<file path="src/rtl/debounce_filter.sv">
// Single-bit debouncer: synchronizes a raw switch/button and emits a clean level plus rise/fall strobes.
// Define DEBOUNCE_HOLD_EN to add the long-press "hold" flag; otherwise hold is tied low.
module debounce_filter #(
  parameter int DELAY       = 650000,
  parameter int CNT_W       = 20,
  parameter int SYNC_STAGES = 2,
  parameter bit RESET_VAL   = 1'b0,
  parameter int HOLD_CYCLES = 65000000
) (
  input  logic clock,
  input  logic reset,
  input  logic noisy,
  output logic clean,
  output logic rise,
  output logic fall,
  output logic hold
);

  localparam logic [CNT_W-1:0] DELAY_C = CNT_W'(DELAY);

  if (DELAY < 1 || SYNC_STAGES < 2 || HOLD_CYCLES < 1 ||
      (64'd1 << CNT_W) <= 64'(DELAY)) begin : g_bad_params
    $error("debounce_filter: illegal parameter combination");
  end

  logic [SYNC_STAGES-1:0] sync_q;
  logic                   s;
  logic                   candidate;
  logic [CNT_W-1:0]       count;
  logic                   qualify;
  logic                   clean_d;

  assign s = sync_q[SYNC_STAGES-1];

  always_ff @(posedge clock or negedge reset) begin
    if (!reset) begin
      sync_q <= {SYNC_STAGES{RESET_VAL}};
    end else begin
      sync_q <= {sync_q[SYNC_STAGES-2:0], noisy};
    end
  end

  // The synchronized input has held the candidate value long enough to be trusted.
  always_comb begin
    qualify = (s == candidate) && (count == DELAY_C);
    clean_d = qualify ? candidate : clean;
  end

  always_ff @(posedge clock or negedge reset) begin
    if (!reset) begin
      candidate <= RESET_VAL;
      count     <= '0;
      clean     <= RESET_VAL;
      rise      <= 1'b0;
      fall      <= 1'b0;
    end else begin
      if (s != candidate) begin
        candidate <= s;
        count     <= '0;
      end else if (!qualify) begin
        count <= count + CNT_W'(1);
      end
      clean <= clean_d;
      rise  <= ~clean & candidate & qualify;
      fall  <= clean & ~candidate & qualify;
    end
  end

`ifdef DEBOUNCE_HOLD_EN
  localparam int               HOLD_W = $clog2(HOLD_CYCLES + 1);
  localparam logic [HOLD_W-1:0] HOLD_C = HOLD_W'(HOLD_CYCLES);

  logic [HOLD_W-1:0] hold_cnt;
  logic [HOLD_W-1:0] hold_cnt_d;

  // Clearing on the incoming clean value drops hold on the same edge as the fall strobe.
  always_comb begin
    hold_cnt_d = hold_cnt;
    if (!clean_d) begin
      hold_cnt_d = '0;
    end else if (clean && hold_cnt != HOLD_C) begin
      hold_cnt_d = hold_cnt + HOLD_W'(1);
    end
  end

  always_ff @(posedge clock or negedge reset) begin
    if (!reset) begin
      hold_cnt <= '0;
      hold     <= 1'b0;
    end else begin
      hold_cnt <= hold_cnt_d;
      hold     <= (hold_cnt_d == HOLD_C);
    end
  end
`else
  assign hold = 1'b0;
`endif

endmodule

</file>
<file path="config.mk">
export PLATFORM = sky130hd
export DESIGN_NAME = debounce_filter
export DESIGN_NICKNAME = d
export VERILOG_FILES = /design/src/rtl/debounce_filter.sv
export SDC_FILE = /design/constraint.sdc
export NUM_CORES = 1
export LEC_CHECK = 0
export ABC_CLOCK_PERIOD_IN_PS = 1640
export CAP_MARGIN = 30
export CORE_MARGIN = 4
export CORE_UTILIZATION = 44
export CTS_CLUSTER_DIAMETER = 40
export DETAILED_ROUTE_END_ITERATION = 6
export DONT_BUFFER_PORTS = 1
export GPL_ROUTABILITY_DRIVEN = 0
export PLACE_DENSITY = 0.7
export REMOVE_ABC_BUFFERS = 1
export SLEW_MARGIN = 20
export SYNTH_ARGS = -nofsm -noshare
export SYNTH_HDL_FRONTEND = slang
export SYNTH_SLANG_ARGS = --single-unit
</file>
<file path="constraint.sdc">
create_clock -name clock -period 1.64 [get_ports clock]
set_input_delay 0.328 -clock clock [delete_from_list [all_inputs] [get_ports clock]]
set_output_delay 0.328 -clock clock [all_outputs]
set_load 0.05 [all_outputs]
</file>
==> key figures <==
Clock tree
  – CTS tree: built
  – Clock buffer depth: 2
  – Clock root cell: clkbuf_4
  – H-tree levels: 1
  – Clk Latency, worst-skew pair: about 0.32 ns
  – CTS Buf Count: 3
  – CTS clk-pin slew, worst paths: 0.14 ns
  – # clock sinks: 26

STA
  – Post-route minimum period: approximately 1.7 ns
  – # setup viols final: 5
  – RSZ-0062 raised after global routing: yes
  – Hold_ws: ~0.37 ns
  – Max Freq: 595 MHz
  – Clock Skew: 0.00422 ns
  – Final Hold Fails: 0
  – Worst-margin pin slew: 0.536 ns
  – Final period util: 103%
  – Slew HR: between 60 and 70%
  – Setup ws final: -0.0420 ns
  – Slew Limit Fails: 0

Synthesis
  – Leading area contributor after synthesis: dfrtp_1
  – Yosys top cell area share: between 40% and 50%
  – Post-synth EDFFs: 0
  – Yosys cell types: 32
  – Synth async-reset ratio: 100%
  – Sequential fraction of the synthesis area: 49.3%
  – Main combinational cell family by area after synthesis: simple AND/OR/NAND/NOR gates
  – Area fraction in compound gates after synthesis: between 10% and 20%
  – Syn_area_per_cell: ~9.8 sq um
  – Post-synth top cells: 26 x dfrtp_1, 11 x a21oi_1, 9 x nand3_1, 9 x nor2_1
  – Most used DFF post-synth: dfrtp_1
  – Syn Std Cell Area: 1320 sq um
  – Synth Area in Adders: under 10%
  – Post-synthesis xor/xnor area fraction: between 6 and 7%
  – Post-Synth Simple-Gate Area: between 20% and 30%
  – Post-synthesis register bit count: 26
  – Area contributors post-synth: dfrtp_1 49%, xnor2_1 4.6%, a21oi_1 4.2%
  – Count leader, synth: dfrtp_1
  – Post-synthesis mux area share: 0%
  – Synthesized instance count: 134
  – Ys Warns: 0

Placement
  – Placed wire-length estimate: around 2000 microns
  – Dpl cell area: ~1500 sq um
  – Cells after DPL: approximately 180
  – PortBufs: 0

Pwr
  – Tot Pwr: between 0.001 and 0.0015 W
  – Worst VDD drop: slightly above 0.5 mV
  – Power Density: between 600 and 700 nW/um^2
  – Leakage: 0.709 nW

Layout
  – Share of cells above drive strength 1: between 30% and 40%
  – Final instance area: 1690 sq um
  – Fillers: 234
  – Finished Layout Cells: ~200
  – Final nets: 170
  – Area grow syn2layout: 28.5%
  – # diodes: 0

Setup path
  – Crit path max-delay family: simple AND/OR/NAND/NOR gates
  – CP Class: flip-flop to flip-flop
  – CP Cell Sequence: nand4_2, or3_4, buf_6, or4_4, a21oi_2
  – Crit path buf inv count: 1
  – Crit-path max cell delay: between 0.4 and 0.5 ns
  – CP max-delay cell: dfrtp_1
  – Crit-path max FO: 6
  – CP Capture Type: flip-flop
  – WP data arrival: just under 2 ns
  – CP required: around 1.9 ns
  – CP startpoint kind: flip-flop

Die
  – Number of placement rows: 19
  – Starting density of the core: ~47%
  – Core footprint: approximately 2800 sq um
  – Num ports: 7
  – Die Y: about 63 microns
  – Die width: between 60 and 70 microns
  – Total die area: between 3000 and 4000 sq um

Global routing
  – Grt ovf: 0
  – Largest net degree at the start of global routing: 27
  – Total GRT Usage: between 10% and 20%
  – Initial antenna violation count: 0
  – First-pass GRT wire length: just over 5000 microns
  – Vias in the first global route: approximately 1,100

Routing
  – Avg Vias per Cell: between 5 and 6
  – Detailed-route via count: 1,121
  – Antenna Nets Post-Route: 0
  – Initial drt markers: 69
  – Pre-Repair DR Iteration Count: 4
  – WL/cell: around 16 microns
  – WL final: about 3000 microns
  – Detailed-route DRC error count: 0

Run status
  – Outcome: finished, violations left
  – Failing checks: negative setup slack

Run
  – MaxCap Viol Count: 0

Hold path
  – Hold Path Class: flip-flop to flip-flop
==> where the power goes <==
part | switching (W) | internal, W | leakage, nW
registers | 0.0000150 | 0.000656 | 0.351
clock network | 0.000190 | 0.000136 | 0.0210
logic | 0.0000662 | 0.0000492 | 0.337
total | 0.000272 | 0.000841 | 0.709
==> kinds of logic (layout without fill, tap and decap cells) <==
family | Yosys count | in the layout
and+or+nand+nor | 59 | 59
DFF | 26 | 26
AOI/OAI and AO/OA | 24 | 24
buffers and inverters | 12 | 42
xor gates and xnor gates | 10 | 10
adders and majority gates | 2 | 2
other | 1 | 1
==> registers in the layout (all words and copies together) (netlist names) <==
signal,flops
count,20
sync_q,2
candidate,1
clean,1
fall,1
rise,1
==> what timing repair did <==
item,in CTS,in global routing
hold buffers,2,1
gates cloned,0,0
pin swaps,4,6
setup buffers,6,1
gates resized for setup,6,13
hold endpoints to repair,26,1
setup endpoints to repair,7,11
==> routing by layer <==
layer	GRT usage, %	part of all wire [%]	vias to the layer above
li1	-	-	539
met1	21.6	44	551
met2	26.9	51	27
met3	4.32	4.4	4
met4	1.93	1.0	0
met5	0	0	-
==> cell usage in the layout, fill, tap and decap left out, types with 2 or more instances in the layout <==
master / Yosys / routed
inv_1: 6 / 6
nand3_1: 9 / 8
or4_1: 5 / 4
o31ai_1: 5 / 2
o21ai_0: 7 / 7
a21oi_1: 11 / 9
or3_1: 2 / 2
dlygate4sd3_1: 0 / 2
nand2_1: 7 / 6
or2_4: 0 / 2
nor4b_2: 0 / 2
nor2b_1: 2 / 2
nor2_1: 9 / 9
dfrtp_1: 26 / 24
clkbuf_4: 0 / 3
o31ai_2: 0 / 2
xnor2_1: 7 / 7
nor3_1: 7 / 7
xor2_1: 3 / 3
dfrtp_2: 0 / 2
a21oi_2: 0 / 2
and3_1: 2 / 2
nor4_1: 2 / 2
buf_4: 1 / 28
==> metrics by stage <==
stage | util [%] | TNS [ns] | setup WS, ns
3_3_place_gp | 53.1 | -0.0422 | -0.0346
5_1_grt | 60.4 | -0.886 | -0.126
6_report | 60.4 | -0.124 | -0.0420
3_5_place_dp | 53.1 | -0.178 | -0.0572
4_1_cts | 57.8 | -0.148 | -0.0637
2_1_floorplan | - | -0.162 | -0.0479
==> area by class of cell <==
type	count	area (sq um)	share of cell area (%)
clock buffers	4	36.3	2.14
repair buffers	32	262	15.4
multi-input cells	96	682	40.3
well taps	31	38.8	2.29
inverters	6	22.5	1.33
flip-flops and latches	26	653	38.6
==> path summary, 6_finish.rpt <==
kind                       slack [ns]  cells past startpoint        end  startpoint
min                              0.37                      0  sync_q[1]   sync_q[0]
min reg2reg                      0.37                      0  sync_q[1]   sync_q[0]
max                             -0.04                      5  count[16]   count[10]
min in group asynchronous        0.41                      2  count[16]       reset
max in group asynchronous        1.06                      2   count[5]       reset
max reg2reg                     -0.04                      5  count[16]   count[10]
Note: power is estimated with default switching activity, not from simulation.
